[config.mk]
export PLATFORM = sky130hd
export DESIGN_NAME = vga_timing_gen
export DESIGN_NICKNAME = d
export VERILOG_FILES = /design/src/rtl/vga_timing_gen.sv
export SDC_FILE = /design/constraint.sdc
export NUM_CORES = 1
export LEC_CHECK = 0
export CAP_MARGIN = 10
export CELL_PAD_IN_SITES_DETAIL_PLACEMENT = 0
export CELL_PAD_IN_SITES_GLOBAL_PLACEMENT = 1
export CORE_MARGIN = 2
export CORE_UTILIZATION = 37
export CTS_BUF_LIST = sky130_fd_sc_hd__clkbuf_4 sky130_fd_sc_hd__clkbuf_8
export DETAILED_ROUTE_END_ITERATION = 10
export GPL_TIMING_DRIVEN = 1
export PLACE_DENSITY = 0.86
export RECOVER_POWER = 50
export SETUP_SLACK_MARGIN = 0.5
export SYNTH_ARGS = -nofsm -noshare
export SYNTH_HDL_FRONTEND = slang
export SYNTH_SLANG_ARGS = --single-unit
[constraint.sdc]
create_clock -name clk -period 1.65 [get_ports clk]
set_input_delay 0.4125 -clock clk [delete_from_list [all_inputs] [get_ports clk]]
set_output_delay 0.4125 -clock clk [all_outputs]
set_load 0.03 [all_outputs]
[src/rtl/vga_timing_gen.sv]
// Parametrised raster timing generator: pixel-rate divider, request coordinates issued
// LOOKAHEAD pixels ahead, and a tick-enabled sync/enable pipeline aligned with ColorOut.
module vga_timing_gen #(
  parameter int COLOR_W   = 16,
  parameter int CLK_DIV   = 4,
  parameter int H_ACTIVE  = 640,
  parameter int H_FP      = 16,
  parameter int H_SYNC    = 96,
  parameter int H_BP      = 48,
  parameter int V_ACTIVE  = 480,
  parameter int V_FP      = 10,
  parameter int V_SYNC    = 2,
  parameter int V_BP      = 33,
  parameter int H_POL     = 0,
  parameter int V_POL     = 0,
  parameter int LOOKAHEAD = 1,
  localparam int H_TOTAL  = H_ACTIVE + H_FP + H_SYNC + H_BP,
  localparam int V_TOTAL  = V_ACTIVE + V_FP + V_SYNC + V_BP,
  localparam int H_W      = $clog2(H_TOTAL),
  localparam int V_W      = $clog2(V_TOTAL)
) (
  input  logic               clk,
  input  logic               rst,
  input  logic               en,
  input  logic [COLOR_W-1:0] ColorIn,
  output logic [H_W-1:0]     PixelCount,
  output logic [V_W-1:0]     LineCount,
  output logic               pix_tick,
  output logic               LineStart,
  output logic               FrameStart,
  output logic               Hsync,
  output logic               Vsync,
  output logic               Active,
  output logic [COLOR_W-1:0] ColorOut
);

  // Region boundaries are formed at full integer width, then cut to counter width.
  localparam logic [H_W-1:0] H_LAST   = H_W'(H_TOTAL - 1);
  localparam logic [H_W-1:0] H_ACT    = H_W'(H_ACTIVE);
  localparam logic [H_W-1:0] HS_BEG   = H_W'(H_ACTIVE + H_FP);
  localparam logic [H_W-1:0] HS_END   = H_W'(H_ACTIVE + H_FP + H_SYNC);
  localparam logic [V_W-1:0] V_LAST   = V_W'(V_TOTAL - 1);
  localparam logic [V_W-1:0] V_ACT    = V_W'(V_ACTIVE);
  localparam logic [V_W-1:0] VS_BEG   = V_W'(V_ACTIVE + V_FP);
  localparam logic [V_W-1:0] VS_END   = V_W'(V_ACTIVE + V_FP + V_SYNC);
  localparam logic           HP       = 1'(H_POL);
  localparam logic           VP       = 1'(V_POL);

  logic       h_last, v_last;
  logic [2:0] dec_p0;
  logic [2:0] pre_p1;

  // Stage: clock divider producing the pixel tick
  if (CLK_DIV > 1) begin : g_div
    localparam int SUB_W = $clog2(CLK_DIV);
    localparam logic [SUB_W-1:0] SUB_LAST = SUB_W'(CLK_DIV - 1);
    logic [SUB_W-1:0] sub;

    always_ff @(posedge clk or posedge rst) begin
      if (rst) begin
        sub <= '0;
      end else if (en) begin
        sub <= (sub == SUB_LAST) ? '0 : sub + 1'b1;
      end
    end

    assign pix_tick = en & ~rst & (sub == SUB_LAST);
  end else begin : g_nodiv
    assign pix_tick = en & ~rst;
  end

  assign h_last = (PixelCount == H_LAST);
  assign v_last = (LineCount == V_LAST);

  // Stage: request position counters and wrap pulses
  always_ff @(posedge clk or posedge rst) begin
    if (rst) begin
      PixelCount <= '0;
      LineCount  <= '0;
      LineStart  <= 1'b0;
      FrameStart <= 1'b0;
    end else begin
      LineStart  <= pix_tick & h_last;
      FrameStart <= pix_tick & h_last & v_last;
      if (pix_tick) begin
        if (h_last) begin
          PixelCount <= '0;
          LineCount  <= v_last ? '0 : LineCount + 1'b1;
        end else begin
          PixelCount <= PixelCount + 1'b1;
        end
      end
    end
  end

  // Stage p0: decode {hs, vs, de} of the current request position
  always_comb begin
    dec_p0    = 3'b000;
    dec_p0[2] = (PixelCount >= HS_BEG) && (PixelCount < HS_END);
    dec_p0[1] = (LineCount >= VS_BEG) && (LineCount < VS_END);
    dec_p0[0] = (PixelCount < H_ACT) && (LineCount < V_ACT);
  end

  // Stage p1: LOOKAHEAD-1 tick-enabled delay stages
  if (LOOKAHEAD > 1) begin : g_dly
    logic [2:0] dly_p1 [LOOKAHEAD-1];

    always_ff @(posedge clk or posedge rst) begin
      if (rst) begin
        for (int i = 0; i < LOOKAHEAD - 1; i++) dly_p1[i] <= 3'b000;
      end else if (pix_tick) begin
        dly_p1[0] <= dec_p0;
        for (int i = 1; i < LOOKAHEAD - 1; i++) dly_p1[i] <= dly_p1[i-1];
      end
    end

    assign pre_p1 = dly_p1[LOOKAHEAD-2];
  end else begin : g_nodly
    assign pre_p1 = dec_p0;
  end

  // Stage p2: output register; ColorIn is sampled on the same tick as its enable
  always_ff @(posedge clk or posedge rst) begin
    if (rst) begin
      Hsync    <= ~HP;
      Vsync    <= ~VP;
      Active   <= 1'b0;
      ColorOut <= '0;
    end else if (pix_tick) begin
      Hsync    <= pre_p1[2] ? HP : ~HP;
      Vsync    <= pre_p1[1] ? VP : ~VP;
      Active   <= pre_p1[0];
      ColorOut <= pre_p1[0] ? ColorIn : '0;
    end
  end

endmodule

==> Flow_metrics.wiki <==
{| class="wikitable"
! Metric !! Value
|-
| Status || finished, violations left
|-
| Violations in the final reports || negative setup slack
|-
| Relative contribution of sequential cells to total power || 0.426
|-
| Worst endpoint required time || 1.24 ns
|-
| FFs w/ async S/R, synth || 1.00
|-
| Core area || 0.00511 mm²
|-
| Total leakage power || 1.61 nW
|-
| Most instantiated library cell after synthesis || sky130_fd_sc_hd__dfrtp_1
|-
| Share of the yosys chip area belonging to registers || 0.553
|-
| Via count of the first global-routing pass || 1711
|-
| Die Outline Area || 0.00587 mm²
|-
| Primary FF master, synth || sky130_fd_sc_hd__dfrtp_1
|-
| FILL cells || 390
|-
| Synth top area share || 0.526
|-
| Placed cell area || 0.00287 mm²
|-
| Type of the tightest min-delay check || input port to async pin
|-
| Total CTS buffers || 5
|-
| Post-synth net total || 198
|-
| Worst slack, placed || -0.330 ns
|-
| Unrepaired setup endpoints after global routing || yes
|-
| Post-detail-place hpwl || 3380 µm
|-
| Average size of a mapped cell || 11.3 µm²
|-
| Worst Max-Slew Pin Slew || 0.580 ns
|-
| Worst setup margin || -0.112 ns
|-
| Worst max-slew margin expressed relative to the limit || 0.611
|-
| Crit path max fanout || 2
|-
| Fin. Hold Viols || 0
|-
| Capture instance of the worst register-to-register path || PixelCount[5]$_DFFE_PP0N_
|-
| Category of the worst setup path launch point || flip-flop
|-
| Count of routing violations after the opening detailed-route iteration || 54
|-
| Clock tree buffer depth || 2
|-
| Critical register-to-register path startpoint || g_div.sub[1]$_DFFE_PP0P_
|-
| Die Span X || 76.6 µm
|-
| Number of placed cells counting well taps || 319
|-
| I/O pin count || 61
|-
| Min Tclk post-route || 1.76 ns
|-
| Largest family of logic cells by synthesized area || simple AND/OR/NAND/NOR gates
|-
| Number of instances in the synthesized netlist || 173
|-
| Int Pwr || 2.15 mW
|-
| Power density cells || 878 mW/mm²
|-
| Clock transition at the registers of the reported paths || 0.09 ns
|-
| PortBufs || 60
|-
| First-pass iteration count of the detailed router || 4
|-
| GR Layer Usage met2 || 0.309
|-
| Crit Path Category || flip-flop to output port
|-
| Final-stage net count || 315
|-
| Final RePlAce weighted congestion || 0.818
|-
| Wirelength, routed || 5580 µm
|-
| Count of H-tree levels built during CTS || 2
|-
| Post-DR wirelength/cell || 15.4 µm
|-
| Number of max-slew violations in the final report || 0
|-
| Clock network fraction of design power || 0.329
|-
| Power after layout || 3.00 mW
|-
| Final setup skew || 0.0112 ns
|-
| Global-route track usage on met3 || 0.0533
|-
| Power dissipated by switching net loads || 0.852 mW
|-
| Crit. End Element || output port
|-
| TritonCTS clock tree || yes
|-
| Count of different cell masters after synthesis || 38
|-
| Peak-usage layer in the global routing report || met2
|-
| Final cycle utilization of the critical path || 1.07
|-
| Congestion Overflow GR || 0
|-
| Vias per cell || 5.02
|-
| Cell types occupying the most area after synthesis || sky130_fd_sc_hd__dfrtp_1 53%, sky130_fd_sc_hd__a22o_1 7.2%, sky130_fd_sc_hd__ha_1 3.9%, sky130_fd_sc_hd__o21ai_0 3.1%, sky130_fd_sc_hd__nand2_1 3.1%
|-
| Flop and latch count out of synthesis || 43
|-
| Max-cap violation count || 0
|-
| Number of antenna diodes || 0
|-
| Maximum number of pins on one net before global-route repair || 20
|-
| Warnings, synthesis || 0
|-
| Non-filler instance count after layout || 361
|-
| XOR/XNOR share of the synthesized area || 0.0449
|-
| Gate power share || 0.245
|-
| Worst reg2reg path depth || 10
|-
| List of most frequent post-synthesis cells || 41 x sky130_fd_sc_hd__dfrtp_1, 16 x sky130_fd_sc_hd__a22o_1, 16 x sky130_fd_sc_hd__nand2_1
|-
| Switching share of power || 0.284
|-
| Final setup violating endpoints || 5
|-
| Share of cell area taken by muxes after synthesis || 0.0160
|-
| Number of vias after detailed routing || 1812
|-
| Overall routing resource usage || 0.185
|-
| Starting density of the core || 0.382
|-
| Complex-gate fraction of the synthesized area || 0.134
|-
| Fraction of layout instances using a drive strength above 1 || 0.498
|-
| Chip Height || 76.6 µm
|-
| Final-layout setup total negative slack || -0.235 ns
|-
| Arrival time of data at the critical path endpoint || 1.35 ns
|-
| Area delta synth->final || 75.2%
|-
| Antenna-violating nets left || 0
|-
| Antenna violations before repair || 0
|-
| Fin area || 0.00342 mm²
|-
| Root buffer cell || sky130_fd_sc_hd__clkbuf_8
|-
| Cell area after technology mapping || 0.00195 mm²
|-
| Number of remaining DRC errors || 0
|-
| Clock latency of the later-clocked register in the worst-skew pair || 0.30 ns
|-
| Wire length of the first global-routing pass || 8570 µm
|-
| Clock sink total || 43
|-
| Total number of placement rows || 26
|-
| Worst IR Drop VDD || 0.000562 V
|-
| Fmax || 568 MHz
|-
| Post-synthesis share of cell area spent on full adders, half adders and majority gates || 0.0385
|-
| Routing usage on met1 || 0.236
|-
| Launch point of the worst path || g_div.sub[1]$_DFFE_PP0P_
|-
| Post-Synth Simple-Gate Area || 0.178
|-
| EDFF count, synth || 0
|-
| Largest area contributor in the netlist || sky130_fd_sc_hd__dfrtp_1
|-
| Register-to-Register Setup Slack || -0.07 ns
|}
## stage by stage
stage / hold slack [ns] / util
floorplan: 0.409 / -
global placement: 0.458 / 0.561
detailed placement: 0.462 / 0.561
CTS: 0.335 / 0.638
global route: 0.444 / 0.669
finish: 0.389 / 0.669
## layout by cell type, fill, tap and decap left out, types with 2 or more instances in the layout
cell type	instances
sky130_fd_sc_hd__buf_8	3
sky130_fd_sc_hd__buf_4	37
sky130_fd_sc_hd__mux2i_1	2
sky130_fd_sc_hd__and2_1	3
sky130_fd_sc_hd__nand4_1	7
sky130_fd_sc_hd__a21oi_1	3
sky130_fd_sc_hd__dfstp_2	2
sky130_fd_sc_hd__o21ai_2	3
sky130_fd_sc_hd__o21ai_0	4
sky130_fd_sc_hd__o21ai_1	5
sky130_fd_sc_hd__nand2_1	9
sky130_fd_sc_hd__clkbuf_1	13
sky130_fd_sc_hd__o31ai_1	2
sky130_fd_sc_hd__nor2_4	2
sky130_fd_sc_hd__nand3_1	6
sky130_fd_sc_hd__xnor2_2	3
sky130_fd_sc_hd__inv_2	2
sky130_fd_sc_hd__buf_6	39
sky130_fd_sc_hd__nand2_2	3
sky130_fd_sc_hd__nor2_1	4
sky130_fd_sc_hd__inv_1	5
sky130_fd_sc_hd__nand2_4	3
sky130_fd_sc_hd__a22o_1	16
sky130_fd_sc_hd__clkdlybuf4s50_1	16
sky130_fd_sc_hd__dlygate4sd2_1	2
sky130_fd_sc_hd__clkbuf_8	5
sky130_fd_sc_hd__and3_1	3
sky130_fd_sc_hd__ha_1	4
sky130_fd_sc_hd__xor2_1	5
sky130_fd_sc_hd__nand3_2	2
sky130_fd_sc_hd__bufinv_16	2
sky130_fd_sc_hd__buf_12	2
sky130_fd_sc_hd__dfrtp_1	25
sky130_fd_sc_hd__xnor2_1	2
sky130_fd_sc_hd__dfrtp_2	16
## critical path, cell delays in order, from the launching register on
cell	delay, ns
sky130_fd_sc_hd__dfrtp_1	0.39
sky130_fd_sc_hd__ha_2	0.19
sky130_fd_sc_hd__nand3b_1	0.14
sky130_fd_sc_hd__inv_2	0.08
sky130_fd_sc_hd__buf_12	0.13
sky130_fd_sc_hd__buf_8	0.12
## logic make-up (layout without fill, tap and decap cells)
family | after synthesis | after routing
multiplexers | 3 | 3
buffers and inverters | 15 | 133
AND/OR/NAND/NOR | 59 | 59
AO/OA/AOI/OAI | 37 | 37
flip-flops | 43 | 43
adder cells (fa/ha/maj) | 6 | 6
XOR/XNOR | 10 | 10
## routing by layer
layer	vias to the layer above	routed length [µm]
li1	859	-
met1	901	2490
met2	48	2820
met3	4	240
met4	0	21
met5	-	0
## worst max-delay path by stage
| stage | end | slack (ns) | cells after the start |
|---|---|---|---|
| after floorplan | LineCount[8]$_DFFE_PP0P_ | 0.03 | 6 |
| after global placement | LineCount[4]$_DFFE_PP0P_ | -0.30 | 7 |
| after detailed placement | LineCount[4]$_DFFE_PP0P_ | -0.33 | 7 |
| after CTS | pix_tick | -0.13 | 5 |
| after global routing | pix_tick | -0.19 | 5 |
| final | pix_tick | -0.11 | 5 |
## flip-flops by register name (all words and copies together), names as in the netlist, 2 cells and up
signal / count
ColorOut: 16
LineCount: 10
PixelCount: 10
g_div.sub: 2
## final cells by class
type	count	area (µm²)	share of cell area
clock buffer	5	68.8	0.0201
clock inverter	3	67.6	0.0198
inverter	9	37.5	0.0110
multi-input combinational	115	962	0.282
sequential	43	1100	0.322
tap	70	87.6	0.0256
timing repair buffer	116	1090	0.320
## timing repair
action,CTS,global route
setup endpoints to repair,83,83
resized for setup,310,28
pin swaps,10,8
setup buffers,16,16
cloned,1,1
hold buffers,0,0
## power by group through the flow
stage | logic, mW | clock network (mW) | registers (mW)
after global routing | 0.785 | 1.05 | 1.29
after global placement | 0.564 | 0 | 1.27
after CTS | 0.645 | 0.998 | 1.26
after floorplan | 0.186 | 0 | 1.39
final | 0.735 | 0.987 | 1.28
after detailed placement | 0.576 | 0 | 1.27
Note: power is estimated with default switching activity, not from simulation.
